==> src/rtl/baud_gen.sv <==
// Fractional baud-rate generator: oversample, mid-bit and end-of-bit ticks plus a
// baud-rate square wave, with a shadowed runtime divisor and start-edge resync.
module baud_gen #(
    parameter int unsigned OVERSAMPLE   = 16,
    parameter int unsigned DIV_W        = 16,
    parameter int unsigned FRAC_W       = 8,
    parameter int unsigned DEFAULT_DIV  = 19,
    parameter int unsigned DEFAULT_FRAC = 136
) (
    input  logic              i_clk,
    input  logic              i_rstn,
    input  logic              i_en,
    input  logic              i_load,
    input  logic [DIV_W-1:0]  i_div,
    input  logic [FRAC_W-1:0] i_frac,
    input  logic              i_sync,
    output logic              o_os_tick,
    output logic              o_mid_tick,
    output logic              o_baud_tick,
    output logic              o_clk
);

    localparam int unsigned OS_W = (OVERSAMPLE > 2) ? $clog2(OVERSAMPLE) : 1;
    localparam logic [OS_W-1:0]   OS_LAST  = OS_W'(OVERSAMPLE - 1);
    localparam logic [OS_W-1:0]   OS_HALF  = OS_W'(OVERSAMPLE / 2);
    localparam logic [DIV_W-1:0]  RST_DIV  = (DEFAULT_DIV < 2) ? DIV_W'(2) : DIV_W'(DEFAULT_DIV);
    localparam logic [FRAC_W-1:0] RST_FRAC = FRAC_W'(DEFAULT_FRAC);

    function automatic logic [DIV_W-1:0] clamp_div(input logic [DIV_W-1:0] d);
        return (d < DIV_W'(2)) ? DIV_W'(2) : d;
    endfunction

    logic [DIV_W-1:0]  div_q, div_d, sdiv_q, sdiv_d, cnt_q, cnt_d;
    logic [FRAC_W-1:0] frac_q, frac_d, sfrac_q, sfrac_d, acc_q, acc_d;
    logic              pend_q, pend_d, extra_q, extra_d;
    logic [OS_W-1:0]   os_q, os_d;
    logic              os_tick_q, os_tick_d, mid_q, mid_d, baud_q, baud_d, clk_q, clk_d;

    logic [DIV_W-1:0]  eff_div;
    logic [FRAC_W-1:0] eff_frac;
    logic [DIV_W:0]    cnt_next, period_len;

    // A period lasts div cycles, plus one when the last fractional add carried.
    assign cnt_next   = {1'b0, cnt_q} + (DIV_W + 1)'(1);
    assign period_len = {1'b0, div_q} + {{DIV_W{1'b0}}, extra_q};

    always_comb begin
        div_d     = div_q;
        frac_d    = frac_q;
        sdiv_d    = sdiv_q;
        sfrac_d   = sfrac_q;
        pend_d    = pend_q;
        cnt_d     = cnt_q;
        acc_d     = acc_q;
        extra_d   = extra_q;
        os_d      = os_q;
        clk_d     = clk_q;
        os_tick_d = 1'b0;
        mid_d     = 1'b0;
        baud_d    = 1'b0;
        eff_div   = pend_q ? sdiv_q  : div_q;
        eff_frac  = pend_q ? sfrac_q : frac_q;

        if (i_load) begin
            sdiv_d  = clamp_div(i_div);
            sfrac_d = i_frac;
            pend_d  = 1'b1;
        end

        if (i_sync) begin
            // A load in the sync cycle bypasses the shadow and takes effect at once.
            if (i_load) begin
                eff_div  = clamp_div(i_div);
                eff_frac = i_frac;
            end
            div_d   = eff_div;
            frac_d  = eff_frac;
            pend_d  = 1'b0;
            cnt_d   = '0;
            acc_d   = '0;
            extra_d = 1'b0;
            os_d    = '0;
            clk_d   = 1'b0;
        end else if (i_en) begin
            if (cnt_next == period_len) begin
                cnt_d              = '0;
                div_d              = eff_div;
                frac_d             = eff_frac;
                pend_d             = i_load;
                {extra_d, acc_d}   = {1'b0, acc_q} + {1'b0, eff_frac};
                os_tick_d          = 1'b1;
                if (os_q == OS_LAST) begin
                    os_d   = '0;
                    baud_d = 1'b1;
                    clk_d  = 1'b0;
                end else begin
                    os_d = os_q + OS_W'(1);
                    if (os_q + OS_W'(1) == OS_HALF) begin
                        mid_d = 1'b1;
                        clk_d = 1'b1;
                    end
                end
            end else begin
                cnt_d = cnt_q + DIV_W'(1);
            end
        end
    end

    always_ff @(posedge i_clk or negedge i_rstn) begin
        if (!i_rstn) begin
            div_q     <= RST_DIV;
            frac_q    <= RST_FRAC;
            sdiv_q    <= RST_DIV;
            sfrac_q   <= RST_FRAC;
            pend_q    <= 1'b0;
            cnt_q     <= '0;
            acc_q     <= '0;
            extra_q   <= 1'b0;
            os_q      <= '0;
            os_tick_q <= 1'b0;
            mid_q     <= 1'b0;
            baud_q    <= 1'b0;
            clk_q     <= 1'b0;
        end else begin
            div_q     <= div_d;
            frac_q    <= frac_d;
            sdiv_q    <= sdiv_d;
            sfrac_q   <= sfrac_d;
            pend_q    <= pend_d;
            cnt_q     <= cnt_d;
            acc_q     <= acc_d;
            extra_q   <= extra_d;
            os_q      <= os_d;
            os_tick_q <= os_tick_d;
            mid_q     <= mid_d;
            baud_q    <= baud_d;
            clk_q     <= clk_d;
        end
    end

    assign o_os_tick   = os_tick_q;
    assign o_mid_tick  = mid_q;
    assign o_baud_tick = baud_q;
    assign o_clk       = clk_q;

endmodule

==> config.mk <==
export PLATFORM = sky130hd
export DESIGN_NAME = baud_gen
export DESIGN_NICKNAME = d
export VERILOG_FILES = /design/src/rtl/baud_gen.sv
export SDC_FILE = /design/constraint.sdc
export NUM_CORES = 1
export LEC_CHECK = 0
export BUFFER_PORTS_ARGS = -buffer_cell sky130_fd_sc_hd__buf_4
export CAP_MARGIN = 25
export CORE_MARGIN = 2
export CORE_UTILIZATION = 45
export DETAILED_ROUTE_END_ITERATION = 8
export GPL_TIMING_DRIVEN = 0
export PLACE_DENSITY = 0.62
export SYNTH_ARGS = -nofsm -noshare
export SYNTH_HDL_FRONTEND = slang
export SYNTH_SLANG_ARGS = --single-unit
==> constraint.sdc <==
create_clock -name i_clk -period 4.22 [get_ports i_clk]
set_input_delay 0.422 -clock i_clk [delete_from_list [all_inputs] [get_ports i_clk]]
set_output_delay 0.422 -clock i_clk [all_outputs]
set_load 0.02 [all_outputs]
* Word level (Yosys, flattened, before mapping)
Cells that the tools add are included.
** Storage, ports and cells
- Register bits :: 82
- Output and inout port bits :: 4
** Operators by class
- Add/sub/neg operators :: 5
- Order comparisons :: 1
- Eq/ne operators :: 3
- Multiplexer cells :: 45
- Reduce and logical (&&, ||, !) cells :: 5
** Operators with widths (count)
- $mux W16 :: 9
- $mux W8 :: 8
- $mux W1 :: 24
- $add A16 B1 Y17 :: 1
- $add A16 B1 Y17 const B :: 1
- $eq A17 B17 Y1 :: 1
- $add A16 B1 Y16 const B :: 1
- $lt A16 B2 Y1 const B :: 1
- $mux W4 :: 4
- $add A8 B8 Y9 :: 1
- $eq A4 B4 Y1 const B :: 2
- $add A4 B1 Y4 const B :: 1
- $reduce_bool A2 Y1 :: 2
- $reduce_and A3 Y1 :: 1
- $reduce_bool A3 Y1 :: 1
- $reduce_and A2 Y1 :: 1

* Longest topological paths before layout
- Depth after elaboration :: 7
- Mapped depth :: 12
- Depth with buffers taken out :: 11

* Worst setup path after synthesis
OpenSTA, ideal clock, no wires.
- Kind :: reg-to-reg
- From :: reg div_q[0]
- To :: reg div_q[10]
- Arrival time :: 2905 ps
- Required time :: 4147 ps
- Slack :: 1242 ps
- Cell stages (with the launch flop) :: 11
- Buffers on the path :: 1
- Period minus slack after synthesis :: 2978 ps
- Cells stage by stage :: dfstp_2 ha_1 nand4_1 nor2_1 xnor3_1 a2111oi_4 nand4_1 o41ai_2 a21boi_4 buf_6 a2bb2oi_2
** Between the ends
- Word-level cells in the longest chain between the ends :: 4
** Ends and longest elaborated chain
- start: declaration :: line 33 : logic [DIV_W-1:0] div_q, div_d, sdiv_q, sdiv_d, cnt_q, cnt_d;
- start signal: assignment :: line 125 : div_q <= div_d;
- $add A16 B1 Y17 :: line 45 : assign period_len = {1'b0, div_q} + {{DIV_W{1'b0}}, extra_q};
- $eq A17 B17 Y1 :: line 85 : if (cnt_next == period_len) begin
- $reduce_bool A2 Y1 (no line)
- $reduce_and A2 Y1 (no line)
No other way between the ends.
A chain may end at the register's enable or synchronous reset.

* Final worst setup path
- From :: reg div_q[0]
- To :: reg frac_q[0]
** Between the ends
- Word-level cells in the longest chain between the ends :: 4
** Ends and longest elaborated chain
- $add A16 B1 Y17 :: line 45
- $eq A17 B17 Y1 :: line 85
- $reduce_bool A2 Y1 (no line)
- $reduce_and A2 Y1 (no line)
- end signal: assignment :: line 126 : frac_q <= frac_d;
- end: declaration :: line 34 : logic [FRAC_W-1:0] frac_q, frac_d, sfrac_q, sfrac_d, acc_q, acc_d;
No other way between the ends.

==> metrics.md <==
| Metric | Value |
|---|---|
| Xor and xnor area share after synthesis | 0.0830 |
| Comb pwr share | 0.192 |
| Delay-heaviest family, CP | compound AO/OA/AOI/OAI gates |
| Cells after synthesis | 510 |
| Drt total wl | 11.9 mm |
| Row count | 38 |
| First-pass iteration count of the detailed router | 5 |
| Yosys warns | 0 |
| DRC viols | 0 |
| CP max stage cell | dfstp_2 |
| Dpl cell area | 0.00550 mm² |
| Clock root buffer | clkbuf_16 |
| CTS Buffer Depth | 2 |
| Post-Syn Area | 0.00509 mm² |
| Critical path class | reg -> reg |
| Die Height | 110 µm |
| Synth unique cells | 60 |
| Layout cell share with drive strength beyond 1 | 0.218 |
| Simple-gate share of the synthesized area | 0.158 |
| Largest net degree at the start of global routing | 83 |
| Fin cells | 699 |
| Vias in the first global route | 3,888 |
| Final WS setup | 642 ps |
| Antenna Diode Count | 0 |
| Setup total negative slack | 0 ps |
| Top-count cell post-synth | dfrtp_1 |
| Core ar. | 0.0109 mm² |
| Status | complete, no violations |
| RePlAce Congestion | 0.862 |
| RSZ-0062 raised after global routing | no |
| Synth top area cells | dfrtp_1, mux2_2, dfstp_2, xnor2_1, mux2i_1 |
| Worst-margin pin slew | 733 ps |
| R2r setup slk | 640 ps |
| Int Pwr | 1.54 mW |
| Initial Util | 0.466 |
| CP Cell Sequence | ha_1 > nand4_1 > nor2_1 > xnor3_1 > a2111oi_4 > nand4_1 > o41ai_2 > clkbuf_1 > a21oi_1 |
| Antenna-violating nets left | 0 |
| Async SR Flop Fraction | 1.00 |
| Finished Cell Area | 0.00584 mm² |
| Mux contribution to synthesized area | 0.106 |
| Hold WS | 330 ps |
| Sequential cell area fraction in the yosys report | 0.405 |
| Worst Path Max Fanout | 10 |
| GR Util All Layers | 0.212 |
| Post-synthesis compound-gate area fraction | 0.177 |
| Max cap viols | 0 |
| First-pass GRT wire length | 19.9 mm |
| Peak per-stage delay on the critical path | 570 ps |
| Tcrit/Tclk final | 0.848 |
| DR WL/cell | 17.0 µm |
| Area leader, netlist | dfrtp_1 |
| Total Nets Final | 597 |
| Worst-Skew Late Latency | 340 ps |
| Mean post-synth cell area | 9.99 µm² |
| Final Power | 2.13 mW |
| Top_reg_cell synth | dfrtp_1 |
| CP arrival | 3760 ps |
| Yosys top cell area share | 0.354 |
| Final hold vios | 0 |
| Synth Register Bits | 82 |
| Worst IR drop on VDD | 0.252 mV |
| Setup crit end kind | flop |
| Clock Power Share | 0.374 |
| Hold Path Class | in -> reg |
| FMAX | 279 MHz |
| CP most frequent cell | nand4_1 |
| Post-synthesis adder-cell area fraction | 0.0359 |
| Initial antenna violation count | 0 |
| Full die area | 0.0122 mm² |
| Final min period | 3580 ps |
| Clk pin slew, worst setup/hold paths | 60 ps |
| Resized Gates After CTS | 0 |
| Max Slew Vio Count | 0 |
| Bufs and invs on worst path | 1 |
| Psw | 0.590 mW |
| Final setup viols | 0 |
| Total CTS buffers | 9 |
| IO Pins | 33 |
| Layout area overhead | 14.6% |
| Vias per inst | 5.71 |
| Hpwl dp | 8.64 mm |
| Drt first-iter violations | 206 |
| Syn nets | 553 |
| Fillers | 1,003 |
| Flop pwr share | 0.434 |
| Static Leakage | 2.41 nW |
| EDFF count, synth | 0 |
| TritonCTS Sinks | 82 |
| Vias | 3,989 |
| Slew Limit Headroom | 0.511 |
| Setup crit start kind | flop |
| Die Width | 110 µm |
| Most frequent cells after synthesis | dfrtp_1, nand2_1, nor2_1 |
| Critical path data required time | 4410 ps |
| Final core utilization | 0.534 |
| Port bufs | 31 |
| PD cells | 365 mW/mm² |
| CTS tree | yes |
| Sw frac | 0.277 |
| CTS H-Tree Depth | 3 |
| Largest family of logic cells by synthesized area | compound AO/OA/AOI/OAI gates |
| Final Skew | 7.00 ps |
| Pre-CTS setup slack | 648 ps |
| Total grt overflow | 0 |
| Cell total after placement | 681 |
[routing by layer]
| metal | vias to the layer above | track usage | share of wire |
|---|---|---|---|
| met3 | 12 | 0.0276 | 0.035 |
| li1 | 1955 | - | - |
| met4 | 0 | 0.0634 | 0.013 |
| met2 | 68 | 0.333 | 0.47 |
| met5 | - | 0 | 0 |
| met1 | 1954 | 0.307 | 0.49 |
[area by class of cell]
| type | instances | area (µm²) | area share |
|---|---|---|---|
| multi-input combinational | 385 | 2850 | 0.488 |
| clock inverter | 4 | 51.3 | 0.00879 |
| inverter | 12 | 45.0 | 0.00772 |
| buffer | 31 | 135 | 0.0232 |
| sequential | 82 | 2060 | 0.354 |
| timing repair buffer | 33 | 270 | 0.0463 |
| clock buffer | 12 | 246 | 0.0422 |
| tap | 140 | 175 | 0.0300 |
[sequential cells by signal (all words and copies together) (netlist names), 4 cells and up]
| signal | count |
|---|---|
| acc_q | 8 |
| cnt_q | 16 |
| div_q | 16 |
| frac_q | 8 |
| os_q | 4 |
| sdiv_q | 16 |
| sfrac_q | 8 |
[cells in the final DEF (no fill, tap or decap), types with 11 or more instances in the layout]
| master | count |
|---|---|
| nor3_1 | 11 |
| inv_1 | 12 |
| o21ai_0 | 17 |
| buf_4 | 31 |
| xnor2_1 | 29 |
| o22ai_1 | 14 |
| a21oi_1 | 30 |
| nand2_1 | 48 |
| mux2i_1 | 18 |
| clkbuf_1 | 19 |
| nand3_1 | 18 |
| mux2_2 | 32 |
| ha_1 | 13 |
| nor2_1 | 38 |
| dfrtp_1 | 72 |
| a22oi_1 | 16 |
[repair_timing]
action	4_1_cts	5_1_grt
setup buffers	0	0
hold buffers	0	1
hold endpoints to repair	0	16
[final timing paths]
path	startpoint	to	cells past startpoint
setup / recovery	div_q[0]	frac_q[0]	9
hold / removal	i_frac[1]	sfrac_q[1]	2
setup reg to reg	div_q[0]	frac_q[0]	9
hold reg to reg	frac_q[3]	frac_q[3]	2
max in group asynchronous	i_rstn	sfrac_q[7]	3
min in group asynchronous	i_rstn	cnt_q[11]	2
[power by group through the flow]
stage | registers, mW | clock network, mW | logic [mW]
2_1_floorplan | 0.916 | 0 | 0.306
3_3_place_gp | 0.934 | 0 | 0.396
3_5_place_dp | 0.937 | 0 | 0.405
4_1_cts | 0.923 | 0.809 | 0.407
5_1_grt | 0.934 | 0.844 | 0.451
6_report | 0.925 | 0.795 | 0.409
[logic make-up (layout without fill, tap and decap cells)]
logic type	Yosys count	count (layout)
flops	82	82
simple gates	160	160
fa+ha+maj	14	14
buf+inv	43	92
compound gates	119	119
xor+xnor	42	42
mux	50	50
Power figures use the tool's default switching activity.
